### src/rtl/vx_dot8_accum.sv
// vx_dot8_accum: per-warp, per-lane accumulator for the packed-int8 dot8 ALU
// result stream. Packets from in_first to in_last are summed per lane, and
// the final sums are emitted through a one-entry valid/ready output register.
// Optional feature: define VX_DOT8_ACC_SAT_EN for signed-saturating lane sums
// (default build wraps in 32-bit two's complement).
module vx_dot8_accum #(
    parameter int unsigned NUM_LANES = 1,
    parameter int unsigned NUM_WARPS = 4,
    parameter int unsigned TAG_WIDTH = 8,
    localparam int unsigned NW_BITS = (NUM_WARPS > 1) ? $clog2(NUM_WARPS) : 1
) (
    input  logic                    clk,
    input  logic                    reset_n,
    input  logic                    in_valid,
    output logic                    in_ready,
    input  logic [NW_BITS-1:0]      in_wid,
    input  logic [NUM_LANES-1:0]    in_tmask,
    input  logic                    in_first,
    input  logic                    in_last,
    input  logic [NUM_LANES*32-1:0] in_data,
    input  logic [TAG_WIDTH-1:0]    in_tag,
    output logic                    out_valid,
    input  logic                    out_ready,
    output logic [NW_BITS-1:0]      out_wid,
    output logic [NUM_LANES-1:0]    out_tmask,
    output logic [NUM_LANES*32-1:0] out_data,
    output logic [TAG_WIDTH-1:0]    out_tag,
    output logic                    busy
);

    logic [31:0]             acc_q [NUM_WARPS][NUM_LANES];
    logic [NUM_WARPS-1:0]    open_q;
    logic [31:0]             base  [NUM_LANES];
    logic [NUM_LANES*32-1:0] nxt_lanes;
    logic                    accept;
    logic                    cont;

    // Per-lane add; saturates on signed overflow when the feature is enabled.
    function automatic logic [31:0] lane_add(input logic [31:0] a, input logic [31:0] b);
`ifdef VX_DOT8_ACC_SAT_EN
        logic [31:0] s;
        s = a + b;
        if ((a[31] == b[31]) && (s[31] != a[31]))
            lane_add = a[31] ? 32'h8000_0000 : 32'h7FFF_FFFF;
        else
            lane_add = s;
`else
        lane_add = a + b;
`endif
    endfunction

    assign in_ready = !out_valid || out_ready;
    assign accept   = in_valid && in_ready;
    assign busy     = |open_q;

    // New per-lane accumulator values for the addressed warp. An inactive lane
    // keeps its base, which is already zero whenever the warp restarts.
    always_comb begin
        cont      = open_q[in_wid] && !in_first;
        nxt_lanes = '0;
        for (int unsigned i = 0; i < NUM_LANES; i++) begin
            base[i] = cont ? acc_q[in_wid][i] : '0;
            nxt_lanes[32*i +: 32] = in_tmask[i] ? lane_add(base[i], in_data[32*i +: 32])
                                                : base[i];
        end
    end

    // Accumulator and open-flag update on every accepted packet.
    always_ff @(posedge clk or negedge reset_n) begin
        if (!reset_n) begin
            for (int unsigned w = 0; w < NUM_WARPS; w++)
                for (int unsigned i = 0; i < NUM_LANES; i++)
                    acc_q[w][i] <= '0;
            open_q <= '0;
        end else if (accept) begin
            for (int unsigned i = 0; i < NUM_LANES; i++)
                acc_q[in_wid][i] <= nxt_lanes[32*i +: 32];
            open_q[in_wid] <= !in_last;
        end
    end

    // One-entry output register: loads on an accepted last packet, clears on drain.
    always_ff @(posedge clk or negedge reset_n) begin
        if (!reset_n) begin
            out_valid <= 1'b0;
            out_wid   <= '0;
            out_tmask <= '0;
            out_data  <= '0;
            out_tag   <= '0;
        end else if (accept && in_last) begin
            out_valid <= 1'b1;
            out_wid   <= in_wid;
            out_tmask <= in_tmask;
            out_data  <= nxt_lanes;
            out_tag   <= in_tag;
        end else if (out_ready) begin
            out_valid <= 1'b0;
        end
    end

endmodule

### config.mk
export PLATFORM = sky130hd
export DESIGN_NAME = vx_dot8_accum
export DESIGN_NICKNAME = d
export VERILOG_FILES = /design/src/rtl/vx_dot8_accum.sv
export SDC_FILE = /design/constraint.sdc
export NUM_CORES = 1
export LEC_CHECK = 0
export CAP_MARGIN = 20
export CORE_ASPECT_RATIO = 1.1
export CORE_UTILIZATION = 36
export DETAILED_ROUTE_END_ITERATION = 6
export SLEW_MARGIN = 20
export SYNTH_ARGS = -nofsm -noshare
export SYNTH_HDL_FRONTEND = slang
export SYNTH_SLANG_ARGS = --single-unit
### constraint.sdc
create_clock -name clk -period 4.4 [get_ports clk]
set_input_delay 0.66 -clock clk [delete_from_list [all_inputs] [get_ports clk]]
set_output_delay 0.66 -clock clk [all_outputs]
set_load 0.03 [all_outputs]
; ---- Word-level counts from Yosys, hierarchy flattened
; Cells that the tools add are included.
[totals]
register_bits = 176
elab_cells = 42
[classes]
n_lt_le_gt_ge = 4
addsub = 1
n_reduce_logical = 11
mux = 15
n_bitwise = 1
[op_table]
columns = cell, n
row1 = $mux 32, 5
row2 = $bwmux 128, 1
row3 = $bmux 32 s2, 1
row4 = $demux 32 s2, 1
row5 = $add 32x32->32, 1
row6 = $logic_and 1x1->1, 5
row7 = $bwmux 4, 1
row8 = $mux 1, 4
row9 = $reduce_or 4->1, 1
row10 = $ge 3x3->1 const B, 1
row11 = $logic_not 1->1, 3
row12 = $lt 2x3->1 const B, 1
row13 = $lt 3x1->1 const B, 1
row14 = $not 2->3, 1
row15 = $bmux 1 s2, 1
row16 = $demux 1 s2, 1
row17 = $ge 2x1->1 const B, 1
row18 = $reduce_bool 2->1, 1
row19 = $logic_or 1x1->1, 1

; ---- Longest topological paths before layout
; Gate-level depths: netlist of the first run.
[logic_depth]
word_depth = 8
mapped_depth = 15
mapped_depth_nobuf = 12

; ---- Worst setup path before layout of the first run
; Ideal clock, no wire load.
[synth_timing]
kind = input port to flip-flop
startpoint = in in_wid[0]
endpoint = reg acc_q[124] in the netlist's numbering
path_stages = 15
required_time_ns = 4.278
t_arrival_ns = 4.298
setup_ns = 0.122
n_path_buf = 3
setup_slack_ns = -0.020
path_cell_list = buf_2 buf_2 buf_2 mux4_2 and3_1 ha_1 fa_1 a21o_1 a31oi_1 o21ai_0 a22oi_2 o21ai_1 a31oi_2 mux2i_1 nand2_1
[synth_via]
elab_chain_cells = 8
elab_cells_between_ends = 16
cone_classes = add/sub (1) / order compare (2) / mux (10) / bitwise (1) / reduce/logical (2)
[synth_rtl]
columns = element, line
row1 = from (decl), 16  ; input logic [NW_BITS-1:0] in_wid,
row2 = $not 2->3 (not written as such), "62, 77"
row3 = $bmux 32 s2, 62  ; base[i] = cont ? acc_q[in_wid][i] : '0;
row4 = $mux 32 (not written as such) (2 in a row), 62
row5 = $mux 32, 62
row6 = $add 32x32->32, 48  ; lane_add = a + b;
row7 = $mux 32, 63  ; nxt_lanes[32*i +: 32] = in_tmask[i] ? lane_add(base[i], in_data[32*i +: 32])
row8 = $bwmux 128 *, 77  ; acc_q[in_wid][i] <= nxt_lanes[32*i +: 32];
row9 = "to (signal, indexed assignment)", 77
row10 = to (decl), 31  ; logic [31:0] acc_q [NUM_WARPS][NUM_LANES];
; Every way passes the cells marked *; elsewhere a longest branch is shown, timed or not. The select of a mux whose other input is x is not followed.
; A chain may end at the register's enable or synchronous reset.

; ---- Final worst setup path of the first run
[layout_timing]
startpoint = in in_wid[0]
endpoint = reg acc_q[90] in the netlist's numbering
; The elaborated chain is that of the path after synthesis.

==> results of run 1 <==
## cell families after synthesis
logic type      Yosys count  share of synthesized area [%]
fa+ha+maj                32                           4.21
compound gates          258                           16.2
buf+inv                  73                           2.96
flops                   176                           45.5
xor+xnor                 21                           1.90
simple gates            363                           16.4
mux                      81                           12.8
## final cells by class
type	instances	area [um^2]
clock buffer	17	425
clock inverter	15	145
fill	2496	14500
inverter	7	26.3
multi-input combinational	755	5010
sequential	176	4400
tap	352	440
timing repair buffer	142	1300
## cell usage in the layout (no fill, tap or decap), drive strengths merged, types with 2 or more instances in the layout
master	count
o21ai	147
mux2i	36
clkinvlp	4
ha	31
a211oi	3
and2	6
mux2	12
nand2b	7
inv	14
a21oi	37
a2111oi	2
clkbuf	17
nor2	59
a22oi	16
o21bai	3
clkdlybuf4s50	90
buf	52
clkinv	4
xnor2	17
and3	39
nor2b	5
a31oi	10
nand2	218
a211o	4
nand3	11
o41ai	2
or2	2
nand4	2
or3	3
mux4	33
xor2	4
nor3	4
o211ai	5
a221oi	2
dfrtp	176
a21o	20
## metal layers
layer | vias up | wire length (um) | GRT usage (%)
met2 | 168 | 11900 | 31.0
met4 | 0 | 593 | 6.69
li1 | 3738 | - | -
met3 | 42 | 1220 | 3.79
met1 | 3784 | 12600 | 29.0
met5 | - | 0 | 0
## Yosys cell counts (2+ instances only)
cell	instances	area [um^2]
o21ai_0	136	681
nor2b_1	5	31.3
nand4_1	2	12.5
o21ai_1	6	30.0
mux2i_1	36	360
inv_1	7	26.3
clkbuf_1	52	195
dfrtp_1	176	4400
a211oi_1	3	22.5
o21ai_2	5	43.8
mux4_2	33	743
o211ai_1	3	22.5
or2_2	2	12.5
nand3_1	10	50.1
a211o_1	4	35.0
a221oi_1	2	17.5
xnor2_1	17	149
o21bai_1	3	22.5
nor2_1	59	221
and3_1	38	238
buf_2	6	30.0
a21o_1	20	150
a31oi_1	9	56.3
nand2_1	218	818
a22oi_1	15	113
mux2_2	12	135
nand2b_1	7	43.8
buf_1	6	22.5
a21oi_1	36	180
xor2_1	4	35.0
o211ai_2	2	25.0
nor3_1	4	20.0
or3_1	3	18.8
and2_1	5	31.3
ha_1	31	388
## flip-flops by register name (all words and copies together) (netlist names)
| name | count |
|---|---|
| acc_q | 128 |
| open_q | 4 |
| out_data | 32 |
| out_tag | 8 |
| out_tmask | 1 |
| out_valid | 1 |
| out_wid | 2 |
## how the worst max path moves through the flow
stage,end,slack (ns),cells after the start
5_1_grt,out_data[21],0.21,14
2_1_floorplan,acc_q[124],0.08,15
4_1_cts,acc_q[90],0.48,13
6_report,acc_q[90],0.49,13
3_5_place_dp,acc_q[90],0.05,13
3_3_place_gp,out_data[25],0.1,14
## metrics by stage
stage               setup slack (ns)  instances
floorplan                     0.0765       1004
global placement              0.0996       1432
detailed placement            0.0458       1432
CTS                            0.480       1464
global route                   0.214       1464
finish                         0.493       1464
## power by group
| part | switching, mW | internal, mW |
|---|---|---|
| Combinational | 0.763 | 0.608 |
| Clock | 0.728 | 0.751 |
| Sequential | 0.180 | 1.95 |
==> key figures, run 1 <==
Worst setup path
  • CP endpoint kind: register
  • Required @ worst endpoint: approximately 4.7 ns
  • Worst path buffer plus inverter count: 2
  • Worst Path Arrival: ~4.2 ns
  • CP delay by family, top: compound AO/OA/AOI/OAI gates
  • Worst-path cell chain: buf_2 -> buf_4 -> mux4_2 -> and3_1 -> fa_1 -> a21o_1 -> a31oi_1 -> o21ai_1 -> and3b_1 -> o41ai_2 -> xnor2_1 -> mux2i_1 -> o21ai_0
  • Startpoint Class: input port
  • Crit path largest cell delay: ~0.52 ns
  • Worst-path maximum fanout: 10
  • Critical path's slowest cell: mux4_2
  • Reg2reg end: acc_q[90]
  • Worst Reg-to-Reg Cells: 12
  • CP Launch Point: in_wid[0]
  • R2r setup slk: 0.60 ns
  • Setup CP Type: input port to register
  • FF-to-FF Start: open_q[3]

Yosys
  • Mapped Cells: around 1,000
  • Post-synthesis register bit count: around 180
  • Post-synth EDFFs: 0
  • Avg Inst Size Synth: ~9.6 um^2
  • Post-synthesis cell type count: 62
  • Dominant synthesized flop cell: dfrtp_1
  • Warning count from the yosys run: 0
  • Post-synth ARST share: between 90% and 100%
  • Synth Net Count: approximately 1,100
  • Sequential area share after synthesis: 45.5%
  • Synth Cell Area: ~0.0097 mm^2

Floorplan
  • Site Rows: between 60 and 70
  • Total core area: ~0.026 mm^2
  • Starting Density: between 30 and 40%
  • Total I/O pin count: 95
  • DIE HEIGHT: 174 um
  • Die width: 158 um
  • Die area: ~0.028 mm^2

Finish
  • Diodes inserted: 0
  • Layout Area Growth over Synthesis: 21.3%
  • Design area: ~0.012 mm^2
  • Nets: between 1,000 and 1,500
  • Final core occ: ~45%
  • Layout cells sized above 1: about 14%

Clock tree
  • Skew-Pair Late Insertion Delay: approximately 0.43 ns
  • Total CTS buffers: 17
  • Clock tree sinks: 176
  • Bufs on Longest Clock Path: 2
  • Hold_buf cts: 0
  • H-tree lvl count: 4
  • Post-CTS resize count: 0
  • Post-CTS setup buffers: 0
  • CTS tree: built
  • Clock Root Buffer: clkbuf_16
  • Reg clk slew, reported paths: 0.07 ns

Global routing
  • First-pass GRT wire length: 43.2 mm
  • GRT overflow: 0
  • GR Util All Layers: between 20% and 30%
  • Initial antenna violation count: 0
  • Largest net degree at the start of global routing: ~100
  • Vias in the first global route: 7,825

Timing
  • Hold Vio Cnt, Final: 0
  • Unrepaired setup endpoints after global routing: no
  • FMAX: 256 MHz
  • Final period utilization: 88.8%
  • Pins Over Slew Limit: 0
  • Worst-Margin Slew: 0.971 ns
  • Final worst path period need: approximately 4 ns
  • TNS Setup: 0 ns
  • Final hold slack: just under 0.3 ns
  • Setup Skew: 0.0176 ns
  • Final setup violation count: 0
  • Slew headroom: 35.3%

Flow run
  • # Max-Cap Violations: 0

Route
  • # DRC: 0
  • Vias/cell: 5.28
  • Drt first pass iters: 5
  • Post-DRT Antenna Nets: 0
  • Routed length per instance: between 15 and 20 um
  • DR vias: 7,732
  • WL final: between 20 and 30 mm
  • 1st-iter DRT viols: 445

Place
  • Hpwl dp: 19.2 mm
  • Gp weighted congestion: a little over 0.9
  • Buffers added on ports: 94
  • DP Area: around 0.011 mm^2

Power and ir drop
  • Pwr Total: 4.98 mW
  • Pwr Density: 423 mW/mm^2
  • Maximum VDD drop: ~0.28 mV
  • Leak: 5.55 nW

Hold path
  • Worst Hold Class: input port to asynchronous set/reset pin

Status
  • Outcome: finished, final reports clean
No activity file was read; power rests on OpenSTA's default activity.
==> run 2: changes to the inputs <==
--- a/config.mk
+++ b/config.mk
@@ -9,6 +9,7 @@
 export CORE_ASPECT_RATIO = 1.1
 export CORE_UTILIZATION = 36
 export DETAILED_ROUTE_END_ITERATION = 6
+export DONT_BUFFER_PORTS = 1
 export SLEW_MARGIN = 20
 export SYNTH_ARGS = -nofsm -noshare
 export SYNTH_HDL_FRONTEND = slang
==> run 2 against run 1 <==
The flow now finishes with violations (hold timing). Global-route usage decreased by 0.52 points. Die area unchanged. Via count decreased by 7.2%. Count of clock-buffer cells in the layout unchanged. Worst hold slack got worse by 0.38 ns. Critical endpoint is now acc_q[92].
==> key figures, run 2 (synthesis results as in run 1) <==
Clock tree
  • Post-CTS setup buffers: 0 (unchanged)
  • CTS tree: built
  • Total CTS buffers: 17 (unchanged)
  • Clock tree sinks: 176 (unchanged)
  • H-tree lvl count: 4 (unchanged)
  • Reg clk slew, reported paths: 0.07 ns (about the same)
  • Bufs on Longest Clock Path: 2 (unchanged)
  • Skew-Pair Late Insertion Delay: 0.44 ns (about the same)
  • Clock Root Buffer: clkbuf_16
  • Post-CTS resize count: 0 (unchanged)

Finish
  • Layout cells sized above 1: 12.1% (-1.9 points)
  • Layout Area Growth over Synthesis: 10.1%
  • Biggest regs: acc_q: 128 flops, out_data: 32 flops, out_tag: 8 flops
  • Most frequent cells in the layout: nand2_1 (215), dfrtp_1 (176), o21ai_0 (136)
  • Final core occ: 40.6% (-4.1 points)
  • Filler cells: 2,551 (+2.2%)
  • Most common cell after layout, fill and taps aside: nand2_1
  • Largest register by flop count: acc_q
  • Max FFs per register: 128 (unchanged)
  • Diodes inserted: 0 (unchanged)
  • Nets: 1,054 (-11%)

Global routing
  • First-pass GRT wire length: 41.6 mm (-3.8%)
  • GRT overflow: 0 (unchanged)
  • GR Util All Layers: 19.8% (-0.52 points)
  • Vias in the first global route: 7,195 (-8.1%)
  • Initial antenna violation count: 0 (unchanged)
  • Largest net degree at the start of global routing: 177 (+74%)

Place
  • Buffers added on ports: 0 (-100%)
  • Gp weighted congestion: 0.870 (-4.0%)
  • Hpwl dp: 17.7 mm (-7.5%)

Worst setup path
  • Worst-path maximum fanout: 5 (-5)
  • Startpoint Class: register
  • R2r setup slk: 0.49 ns (-0.11 ns)
  • Worst Path Arrival: 4.23 ns (+0.06 ns)
  • Setup CP Type: register to register
  • CP endpoint kind: register
  • Worst Reg-to-Reg Cells: 12 (unchanged)
  • Required @ worst endpoint: 4.72 ns (+0.05 ns)

Route
  • 1st-iter DRT viols: 427 (-4.0%)
  • Routed length per instance: 19.2 um (+6.3%)
  • Vias/cell: 5.36 (+1.5%)
  • Post-DRT Antenna Nets: 0 (unchanged)
  • Drt first pass iters: 5 (unchanged)
  • WL final: 25.6 mm (-2.8%)
  • # DRC: 0 (unchanged)
  • DR vias: 7,172 (-7.2%)

Timing
  • Setup Skew: 0.0102 ns (-0.00743 ns)
  • Slew headroom: 39.7% (+4.5 points)
  • Worst-Margin Slew: 0.897 ns (-0.0742 ns)
  • Hold Vio Cnt, Final: 176 (+176)
  • FMAX: 256 MHz (about the same)
  • Final setup violation count: 0 (unchanged)
  • Pins Over Slew Limit: 0 (unchanged)
  • Unrepaired setup endpoints after global routing: no
  • Final hold slack: -0.0811 ns (-0.378 ns)
  • Final worst path period need: 3.91 ns (+0.00173 ns)
  • Final period utilization: 88.8% (about the same)
  • TNS Setup: 0 ns (unchanged)

Floorplan
  • Die width: 158 um (unchanged)
  • Total I/O pin count: 95 (unchanged)
  • Starting Density: 36.8% (unchanged)
  • Total core area: 0.0263 mm^2 (unchanged)
  • DIE HEIGHT: 174 um (unchanged)
  • Die area: 0.0276 mm^2 (unchanged)
  • Site Rows: 62 (unchanged)

Power and ir drop
  • Leak: 5.08 nW (-8.4%)
  • Maximum VDD drop: 0.276 mV (-0.71%)
  • Pwr Density: 457 mW/mm^2 (+8.0%)
  • Pwr Total: 4.88 mW (-2.0%)

Flow run
  • # Max-Cap Violations: 0 (unchanged)

Status
  • Outcome: finished, violations left
  • Failing checks: hold timing

Hold path
  • Worst Hold Class: input port to asynchronous set/reset pin
## run 2: cell count changes in the layout (fill, tap and decap cells not counted), sizes merged
cell / delta
clkdlybuf4s50: -90
buf: -36
bufinv: +4
clkinvlp: -3
inv: -1
## run 2: layer usage
layer / global-route usage, % / share of wire (%) / up-vias
met1: 28.6 / 49 / 3512
met4: 5.93 / 1.4 / 0
met5: 0 / 0 / -
li1: - / - / 3500
met2: 29.5 / 45 / 139
met3: 4.36 / 4.9 / 21
## run 2: stage by stage
stage               hold slack (ns)  instances  setup WS [ns]  cell area [um^2]
finish                      -0.0811       1338          0.491             10700
CTS                          -0.108       1337          0.521             10600
detailed placement            0.368       1305          0.217              9990
global route                 -0.107       1338          0.261             10700
global placement              0.375       1305          0.289              9990
floorplan                     0.364       1004         0.0765              9690
## run 2: worst max-delay path, stage by stage (launching register included)
cell	delay, ns
dfrtp_1	0.39
mux4_2	0.51
and3_1	0.20
ha_1	0.22
fa_1	0.41
a21o_1	0.22
a31oi_1	0.31
o21ai_0	0.27
a22oi_2	0.29
o21ai_1	0.15
a31oi_2	0.50
mux2i_1	0.25
nand2_1	0.07
## run 2: final timing paths
check | startpoint | end
min | reset_n | out_data[10]
min reg2reg | acc_q[34] | acc_q[34]
max in group asynchronous | reset_n | acc_q[89]
max reg2reg | open_q[3] | acc_q[92]
min in group clk | in_tag[2] | out_tag[2]
max | open_q[3] | acc_q[92]
## run 2: layout make-up
cell class              count  area, um^2  area share (%)
clock inverters            15         224            2.10
inverters                   7        26.3           0.246
flip-flops and latches    176        4400            41.3
clock buffers              17         425            3.99
multi-input cells         755        5010            47.0
repair buffers             16         133            1.24
well taps                 352         440            4.13
## run 2: power by group
part | total, mW | switching (mW) | internal (mW)
Combinational | 0.916 | 0.500 | 0.417
Sequential | 2.29 | 0.343 | 1.94
Clock | 1.68 | 0.705 | 0.971
==> run 3: changes to the inputs <==
--- a/config.mk
+++ b/config.mk
@@ -10,6 +10,7 @@
 export CORE_UTILIZATION = 36
 export DETAILED_ROUTE_END_ITERATION = 6
 export DONT_BUFFER_PORTS = 1
+export PLACE_DENSITY = 0.51
 export SLEW_MARGIN = 20
 export SYNTH_ARGS = -nofsm -noshare
 export SYNTH_HDL_FRONTEND = slang
==> run 3 against run 2 <==
Setup slack worse by 0.021 ns. Utilization is 0.076 points lower. Final area decreased by 0.19%. Highest routed layer unchanged. Maximum frequency down 0.54%. Via count is 0.57% lower. Clock power down 7%. Worst hold slack worse by 0.0073 ns. Largest cell class unchanged. Largest power group unchanged. The flow still finishes with violations (hold timing). Non-clock buffer count increased by 4. Combinational power down 0.7%. Routed wire length increased by 0.64%.
==> key figures, run 3 (synthesis results as in run 1) <==
Clock tree
  • Bufs on Longest Clock Path: 2 (unchanged)
  • Reg clk slew, reported paths: 0.08 ns (about the same)
  • CTS tree: built
  • H-tree lvl count: 4 (unchanged)
  • Clock tree sinks: 176 (unchanged)
  • Post-CTS setup buffers: 0 (unchanged)
  • Total CTS buffers: 17 (unchanged)
  • Post-CTS resize count: 0 (unchanged)
  • Clock Root Buffer: clkbuf_16
  • Skew-Pair Late Insertion Delay: 0.45 ns (about the same)

Status
  • Outcome: finished, violations left
  • Failing checks: hold timing

Route
  • Drt first pass iters: 4 (-1)
  • Post-DRT Antenna Nets: 0 (unchanged)
  • # DRC: 0 (unchanged)
  • Vias/cell: 5.31 (-0.87%)
  • DR vias: 7,131 (-0.57%)
  • 1st-iter DRT viols: 413 (-3.3%)
  • WL final: 25.8 mm (+0.64%)
  • Routed length per instance: 19.2 um (+0.34%)

Timing
  • Final setup violation count: 0 (unchanged)
  • Slew headroom: 40.5% (+0.75 points)
  • Worst-Margin Slew: 0.893 ns (-0.00439 ns)
  • TNS Setup: 0 ns (unchanged)
  • FMAX: 254 MHz (-0.54%)
  • Final period utilization: 89.3% (+0.48 points)
  • Final worst path period need: 3.93 ns (+0.0211 ns)
  • Final hold slack: -0.0883 ns (-0.00728 ns)
  • Hold Vio Cnt, Final: 176 (unchanged)
  • Unrepaired setup endpoints after global routing: no
  • Setup slack after layout: 0.470 ns (-0.0211 ns)
  • Setup Skew: 0.0182 ns (+0.00808 ns)
  • Pins Over Slew Limit: 0 (unchanged)

Worst setup path
  • Worst Path Arrival: 4.30 ns (+0.07 ns)
  • CP delay by family, top: simple AND/OR/NAND/NOR gates
  • Critical path's slowest cell: or4b_4
  • Worst-path cell chain: mux4_2 -> buf_4 -> and3_1 -> ha_1 -> and3_4 -> and2_2 -> nand3_1 -> o211ai_2 -> nand4b_1 -> and4b_1 -> or4b_4 -> o21ai_2
  • Setup CP Type: register to register
  • Startpoint Class: register
  • Crit path largest cell delay: 0.59 ns (+0.08 ns)
  • Worst path buffer plus inverter count: 1 (+1)
  • Worst-path maximum fanout: 28 (+23)
  • Required @ worst endpoint: 4.77 ns (+0.05 ns)
  • CP endpoint kind: register

Power and ir drop
  • Net Sw Power: 1.62 mW (+4.9%)
  • Internal cell power: 3.14 mW (-5.8%)
  • Clock power share: 32.9% (-1.4 points)
  • Flop pwr share: 47.9% (+1.0 points)
  • Gate power share: 19.1% (+0.3 points)
  • Maximum VDD drop: 0.198 mV (-28%)
  • Pwr Density: 447 mW/mm^2 (-2.2%)
  • Switching Share: 34.1% (+2.4 points)
  • Leak: 5.08 nW (about the same)

Floorplan
  • Total I/O pin count: 95 (unchanged)
  • Starting Density: 36.8% (unchanged)
  • Site Rows: 62 (unchanged)
  • DIE HEIGHT: 174 um (unchanged)
  • Die area: 0.0276 mm^2 (unchanged)
  • Die width: 158 um (unchanged)
  • Total core area: 0.0263 mm^2 (unchanged)

Finish
  • Layout cells sized above 1: 12.4% (+0.36 points)
  • Largest register by flop count: acc_q
  • Most frequent cells in the layout: nand2_1 (215), dfrtp_1 (176), o21ai_0 (136)
  • Most common cell after layout, fill and taps aside: nand2_1
  • Nets: 1,058 (+0.38%)
  • Diodes inserted: 0 (unchanged)
  • Final core occ: 40.5% (-0.076 points)
  • Max FFs per register: 128 (unchanged)
  • Layout Area Growth over Synthesis: 9.87%
  • Design area: 0.0106 mm^2 (-0.19%)
  • Filler cells: 2,613 (+2.4%)
  • Biggest regs: acc_q: 128 flops, out_data: 32 flops, out_tag: 8 flops

Global routing
  • GRT overflow: 0 (unchanged)
  • Largest net degree at the start of global routing: 177 (unchanged)
  • Vias in the first global route: 7,306 (+1.5%)
  • GR Util All Layers: 20.1% (+0.25 points)
  • Initial antenna violation count: 0 (unchanged)
  • First-pass GRT wire length: 41.7 mm (+0.21%)

Place
  • Dpl ws: 0.223 ns (+0.00670 ns)
  • Buffers added on ports: 0 (unchanged)
  • DP Area: 0.0100 mm^2 (+0.38%)
  • Hpwl dp: 17.8 mm (+0.68%)
  • Gp weighted congestion: 0.914 (+5.0%)

Hold path
  • Worst Hold Class: input port to asynchronous set/reset pin

Flow run
  • # Max-Cap Violations: 0 (unchanged)
## run 3: cell types whose count changed in the layout (fill, tap and decap cells not counted), sizes merged
cell | previous run | this run
inv | 13 | 14
bufinv | 4 | 0
clkinvlp | 1 | 0
buf | 16 | 20
clkinv | 4 | 8
## run 3: power by group through the flow
stage                     logic (mW)  clock network, mW  registers, mW
after floorplan                0.731                  0           2.25
after global placement         0.902                  0           2.31
after detailed placement       0.916                  0           2.32
after CTS                      0.918               1.61           2.29
after global routing            1.03               1.67           2.33
final                          0.910               1.57           2.28
## run 3: routing by layer
metal,wire length [um],GRT usage [%]
met1,12200,28.0
met3,1340,5.11
met2,11800,30.4
met4,442,6.25
met5,0,0
## run 3: worst paths after layout
path | cells past startpoint | startpoint | endpoint | slack [ns]
worst min-delay path | 0 | reset_n | out_data[17] | -0.09
worst max-delay path | 12 | open_q[3] | acc_q[31] | 0.47
max in group asynchronous | 0 | reset_n | acc_q[22] | 4.24
min in group clk | 2 | in_tag[1] | out_tag[1] | 0.31
worst min register to register | 2 | acc_q[39] | acc_q[39] | 0.48
worst max register to register | 12 | open_q[3] | acc_q[31] | 0.47
## run 3: metrics by stage
step                      power, mW  instances
final                          4.76       1342
after global routing           5.03       1342
after CTS                      4.82       1342
after detailed placement       3.23       1310
after global placement         3.22       1310
after floorplan                2.98       1004
## run 3: layout make-up
cell class	instances	area [um^2]	share of cell area, %
well taps	352	440	4.14
flip-flops and latches	176	4400	41.4
clock buffers	17	425	4.00
repair buffers	20	150	1.41
multi-input cells	755	5010	47.1
inverters	7	26.3	0.247
clock inverters	15	186	1.75
## run 3: worst register-to-register path, stage by stage, from the launching register on
cell      delay [ns]
dfrtp_1         0.41
mux4_2          0.54
buf_4           0.27
and3_1          0.23
ha_1            0.43
and3_4          0.25
and2_2          0.16
nand3_1         0.12
o211ai_2        0.27
nand4b_1        0.20
and4b_1         0.24
or4b_4          0.59
o21ai_2         0.14
